===== config.mk =====
export PLATFORM = sky130hd
export DESIGN_NAME = decompression_serializer
export DESIGN_NICKNAME = d
export VERILOG_FILES = /design/src/rtl/decompression_serializer.sv
export SDC_FILE = /design/constraint.sdc
export NUM_CORES = 1
export LEC_CHECK = 0
export ABC_AREA = 1
export CORE_MARGIN = 3
export CORE_UTILIZATION = 61
export CTS_CLUSTER_DIAMETER = 60
export DETAILED_ROUTE_END_ITERATION = 8
export PLACE_DENSITY = 0.87
export SLEW_MARGIN = 40
export SYNTH_ARGS = -nofsm -noshare
export SYNTH_HDL_FRONTEND = slang
export SYNTH_SLANG_ARGS = --single-unit
export TNS_END_PERCENT = 30

===== constraint.sdc =====
create_clock -name clk -period 6.2 [get_ports clk]
set_input_delay 0.93 -clock clk [delete_from_list [all_inputs] [get_ports clk]]
set_output_delay 0.93 -clock clk [all_outputs]
set_load 0.005 [all_outputs]

===== src/rtl/decompression_serializer.sv =====
// Unpacks 32-bit memory words into a 16-bit DC stream followed by an MSB-first 12-bit code stream.
// Outputs are decoded from registered state; words are fetched only while the block still needs bits.
module decompression_serializer #(
  parameter int WIDTH      = 16,
  parameter int AHB_WIDTH  = 32,
  parameter int CODE_WIDTH = 12
) (
  input  logic                  clk,
  input  logic                  rst,
  input  logic                  start,
  input  logic [7:0]            num_dc,
  input  logic [15:0]           num_codes,
  input  logic [AHB_WIDTH-1:0]  word_in,
  input  logic                  word_valid,
  output logic                  word_ready,
  output logic [WIDTH-1:0]      dc_out,
  output logic                  dc_valid,
  output logic [CODE_WIDTH-1:0] code_out,
  output logic                  code_valid,
  input  logic                  out_ready,
  output logic                  busy,
  output logic                  done
);

  localparam int BUF_W = 2 * AHB_WIDTH;
  localparam logic [5:0] DC_W   = 6'(WIDTH);
  localparam logic [5:0] CODE_W = 6'(CODE_WIDTH);
  localparam logic [5:0] WORD_W = 6'(AHB_WIDTH);

  typedef enum logic [1:0] {IDLE, DC, CODE} state_t;

  state_t           state_q, state_d;
  logic [BUF_W-1:0] buf_q, buf_d;
  logic [5:0]       cnt_q, cnt_d;
  logic [7:0]       dc_left_q, dc_left_d;
  logic [15:0]      code_left_q, code_left_d;
  logic             done_q, done_d;

  logic push, pop_dc, pop_code;

  assign word_ready = ((state_q == DC) && (cnt_q < DC_W)) ||
                      ((state_q == CODE) && (cnt_q < CODE_W));
  assign dc_valid   = (state_q == DC) && (cnt_q >= DC_W);
  assign code_valid = (state_q == CODE) && (cnt_q >= CODE_W);
  assign dc_out     = buf_q[BUF_W-1 -: WIDTH];
  assign code_out   = buf_q[BUF_W-1 -: CODE_WIDTH];
  assign busy       = (state_q != IDLE);
  assign done       = done_q;

  // word_ready and the valids are mutually exclusive on cnt, so push and pop never coincide
  assign push     = word_valid & word_ready;
  assign pop_dc   = dc_valid & out_ready;
  assign pop_code = code_valid & out_ready;

  always_comb begin
    state_d     = state_q;
    buf_d       = buf_q;
    cnt_d       = cnt_q;
    dc_left_d   = dc_left_q;
    code_left_d = code_left_q;
    done_d      = 1'b0;
    if (push) begin
      buf_d = buf_q | ({word_in, {AHB_WIDTH{1'b0}}} >> cnt_q);
      cnt_d = cnt_q + WORD_W;
    end
    case (state_q)
      IDLE: begin
        if (start) begin
          dc_left_d   = num_dc;
          code_left_d = num_codes;
          if (num_dc != 8'd0)          state_d = DC;
          else if (num_codes != 16'd0) state_d = CODE;
          else                         done_d  = 1'b1;
        end
      end
      DC: begin
        if (pop_dc) begin
          dc_left_d = dc_left_q - 8'd1;
          // last DC: drop the padding half-word so codes start word-aligned
          if (dc_left_q == 8'd1) begin
            buf_d = '0;
            cnt_d = '0;
            if (code_left_q != 16'd0) state_d = CODE;
            else begin
              state_d = IDLE;
              done_d  = 1'b1;
            end
          end else begin
            buf_d = buf_q << WIDTH;
            cnt_d = cnt_q - DC_W;
          end
        end
      end
      CODE: begin
        if (pop_code) begin
          code_left_d = code_left_q - 16'd1;
          if (code_left_q == 16'd1) begin
            buf_d   = '0;
            cnt_d   = '0;
            state_d = IDLE;
            done_d  = 1'b1;
          end else begin
            buf_d = buf_q << CODE_WIDTH;
            cnt_d = cnt_q - CODE_W;
          end
        end
      end
      default: state_d = IDLE;
    endcase
  end

  always_ff @(posedge clk or negedge rst) begin
    if (!rst) begin
      state_q     <= IDLE;
      buf_q       <= '0;
      cnt_q       <= '0;
      dc_left_q   <= '0;
      code_left_q <= '0;
      done_q      <= 1'b0;
    end else begin
      state_q     <= state_d;
      buf_q       <= buf_d;
      cnt_q       <= cnt_d;
      dc_left_q   <= dc_left_d;
      code_left_q <= code_left_d;
      done_q      <= done_d;
    end
  end

endmodule

; ---- After elaboration in Yosys (flattened, before gate mapping)
; Cells that the tools add are included.
[totals]
regBits = 97
in_bits = 61
output_inout_bits = 33
[classes]
add_sub_neg = 5
order_cmp = 4
eq_ne = 10
shift = 1
muxes = 36
bitwise_logic = 4
n_reduce_logical = 15
[ops]
columns = operator, n
row1 = $mux 64, 5
row2 = $pmux 64 s2, 1
row3 = $or 64x64->64, 1
row4 = $shr 64x6->64, 1
row5 = $mux 16, 2
row6 = $pmux 16 s2, 1
row7 = $reduce_bool 16->1, 2
row8 = $mux 6, 5
row9 = $eq 16x1->1 const B, 1
row10 = $mux 2, 8
row11 = $mux 8, 2
row12 = $pmux 8 s2, 1
row13 = $sub 16x1->16 const B, 1
row14 = $pmux 6 s2, 1
row15 = $eq 8x1->1 const B, 1
row16 = $mux 1, 8
row17 = $reduce_bool 8->1, 1
row18 = $sub 8x1->8 const B, 1
row19 = $add 6x6->6 const B, 1
row20 = $ge 6x4->1 const B, 1
row21 = $ge 6x5->1 const B, 1
row22 = $lt 6x4->1 const B, 1
row23 = $lt 6x5->1 const B, 1
row24 = $ne 2x2->1 const B, 3
row25 = other kinds (15), 24

; ---- Logic depth before layout (Yosys ltp)
[depth]
depth_word = 7
ltp_mapped = 16
mapped_depth_nobuf = 12

; ---- Least setup slack after synthesis
; Ideal clock, no wire load.
[synth_timing]
kind = reg-to-output
start = register cnt_q[4]
end = output port word_ready
t_arrival_ns = 1.475
path_slack_ns = 3.795
path_stages_with_launch = 9
path_buffers = 3
cell_sequence = dfrtp_1 -> buf_2 -> inv_1 -> buf_2 -> buf_2 -> ha_1 -> nand3_1 -> nand2_1 -> inv_1
[synth_via]
elab_chain_len = 3
[synth_lines]
columns = item, line
row1 = start: declaration, 34  ; logic [5:0] cnt_q, cnt_d;
row2 = start signal: assignment, 123  ; cnt_q <= cnt_d;
row3 = $lt 6x5->1 / $lt 6x4->1 (equally long branches), "41, 42"
row4 = $logic_and 1x1->1 (on tied branches), "41, 42"
row5 = $logic_or 1x1->1 (*), 41  ; assign word_ready = ((state_q == DC) && (cnt_q < DC_W)) ||
row6 = end: declaration, 15  ; output logic word_ready,
; Every way passes the cells marked *; elsewhere a longest branch is shown, timed or not.

; ---- Worst setup path in the final report
[layout_timing]
start = register state_q[0]
end = output port code_valid
[layout_via]
elab_chain_len = 2
[layout_lines]
columns = item, line
row1 = start: declaration, 32  ; state_t state_q, state_d;
row2 = start signal: assignment, 121  ; state_q <= state_d;
row3 = $eq 2x2->1, 44  ; assign code_valid = (state_q == CODE) && (cnt_q >= CODE_W);
row4 = $logic_and 1x1->1, 44
row5 = end: declaration, 19  ; output logic code_valid,
; No other way between the ends.

==> impl_results.md <==
* Outcome: finished clean
* Layout area overhead at 13.2%
* Fraction of layout cells with a size suffix above 1 at 0.0364
* Overall Global Routing Usage at 0.318
* Inserted Diodes at 0
* Worst setup SP type: flip-flop
* Commonest non-fill, non-tap cell in the layout: nand2_1
* DRC Markers at 0
* Flop-to-flop setup slack at 2.46 ns
* Detailed Routing Iterations Pass 1 at 7
* Post-CTS Hold Buffers at 0
* Met2 wire len at 10100 um
* Clock transition at the registers of the reported paths at 0.07 ns
* Routed len/inst at 15.4 um
* M1 WL at 7970 um
* Placed Instance Area at 8020 um2
* CTS Buf Count at 9
* Total Wirelength at 20800 um
* Design Area, Final at 8330 um2
* Num Clock Sinks at 95
* Setup TNS at 0 ns
* Top-Level Pins at 94
* Leak pwr at 4.14 nW
* CORE AREA at 11600 um2
* Congestion Overflow GR at 0
* VDD IR-drop max at 0.000272 V
* Initial Util at 0.633
* DP HPWL at 14800 um
* Max-cap viol count at 0
* Seq/Total Area, Yosys at 0.323
* Largest area contributor in the netlist: dfrtp_1
* #FFs+latches synth at 95
* Final setup vio count at 0
* Fillers at 1010
* Required @ worst endpoint at 5.27 ns
* Die Wd at 116 um
* Synth warn at 0
* Most frequent cells in the layout: nand2_1 (402), nand3_1 (180), inv_1 (103)
* Setup Buffers After CTS at 0
* Initial DRC Count at 893
* Yosys cell types at 36
* PortBufs at 93
* Power Density at 427 nW/um2
* Top cell type's share of synthesized area at 0.323
* Slew HR at 0.460
* Synth Area per Inst at 6.24 um2
* Worst Clk Skew at 0.00887 ns
* Slew @ Worst Pin at 0.810 ns
* Final antenna-violating net count at 0
* Final min period at 4.05 ns
* Hold WC Path Type: input pin to async pin
* Critical path class: flip-flop to primary output
* Die H at 116 um
* Mapped Area at 7350 um2
* RSZ-0062 raised after global routing: false
* Vias in the first global route at 7424
* Cell count after synthesis at 1179
* Worst skew pair latency at 0.36 ns
* Crit-path max FO at 22
* Final Non-Filler Cells at 1351
* H-tree Lvls at 3
* Total die area at 13400 um2
* Slew Limit Fails at 0
* Synthesized Nets at 1252
* Pin count of the biggest net entering global routing at 83
* Period utilization at 0.653
* CTS tree: built
* PostCTS Resize Cnt at 0
* Placed insts at 1334
* Via/cell ratio at 5.83
* Setup WS pre-CTS at 2.57 ns
* CTS root buf: clkbuf_16
* Ranking of synthesized cells by area: dfrtp_1 (32%), nand2_1 (21%), nand3_1 (12%)
* Total vias in the final route at 7874
* First-pass GRT wire length at 34000 um
* Maximum root-to-sink buffer count at 2
* Fin nets at 1276
* Final WS setup at 2.15 ns
* Top layer in use: met4
* Cell row count at 39
* Final Hold Vio Count at 0
* Antenna violations before repair at 0
* Fmax at 247 MHz
* Routed length on met3 at 1410 um
* Final core area utilization at 0.717
* CP Capture Type: primary output
* CP arrival at 3.12 ns
* GPL Wtd Cong at 0.999
-- worst paths after layout --
check	start	end	depth (start not counted)
max in group asynchronous	rst	buf_q[22]$_DFF_PN0_	3
hold / removal	rst	code_left_q[12]$_DFFE_PN0P_	1
setup reg to reg	cnt_q[4]$_DFFE_PN0P_	buf_q[63]$_DFF_PN0_	11
setup / recovery	state_q[0]$_DFFE_PN0P_	code_valid	5
hold reg to reg	buf_q[16]$_DFF_PN0_	buf_q[28]$_DFF_PN0_	2
min in group clk	buf_q[16]$_DFF_PN0_	buf_q[28]$_DFF_PN0_	2
-- cells by family (layout without fill, tap and decap cells) --
family                     count (synthesis)  in the layout  synth area share
AOI/OAI and AO/OA                        144            144             0.108
xor gates and xnor gates                  14             14            0.0167
adders and majority gates                 12             12            0.0204
buffers and inverters                    197            226             0.124
DFF                                       95             95             0.323
and+or+nand+nor                          717            717             0.408
-- synth_stat cells, drive strengths merged --
cell,instances
nand2,403
nand3,181
inv,108
nor2,108
dfrtp,95
o21ai,64
buf,63
a21oi,52
clkbuf,24
nor3,13
ha,12
o211ai,10
o22ai,10
xor2,9
nand4,7
or2,5
xnor2,5
a21boi,2
clkinv,2
o31ai,2
a21o,1
a31oi,1
o21a,1
o21bai,1
-- final cells by class --
cell class              instances  area, um2  area share
clock buffers                  11        253      0.0303
clock inverters                 5       31.3     0.00376
inverters                     110        413      0.0496
multi-input cells             887       4070       0.489
flip-flops and latches         95       2380       0.285
well taps                     143        179      0.0215
repair buffers                100       1000       0.121
-- sequential cells by signal, summed over array words and instances (netlist names) --
signal / cells
cnt_q: 4
code_left_q: 16
buf_q: 64
done: 1
dc_left_q: 8
state_q: 2
-- per-layer routing --
layer / vias up / global-route usage
met3: 104 / 0.0480
met5: - / 0
met1: 3557 / 0.377
met4: 0 / 0.203
li1: 3809 / -
met2: 404 / 0.538
-- through the flow --
step           hold WS, ns  power, mW
2_1_floorplan        0.457       2.48
3_3_place_gp         0.471       2.92
3_5_place_dp         0.477       2.97
4_1_cts              0.419       3.52
5_1_grt              0.422       3.84
6_report             0.414       3.56
-- power by group --
part           internal, mW  switching (mW)
logic                 0.649            1.28
registers             0.862           0.230
clock network         0.293           0.251
total                  1.80            1.76
-- critical path: stages, from the launching register on --
cell             delay (ns)
dfrtp_1                0.43
inv_1                  0.11
ha_1                   0.66
clkinv_1               0.68
nor2_1                 0.33
clkdlybuf4s50_1        0.55
(Power assumes the default switching activity.)
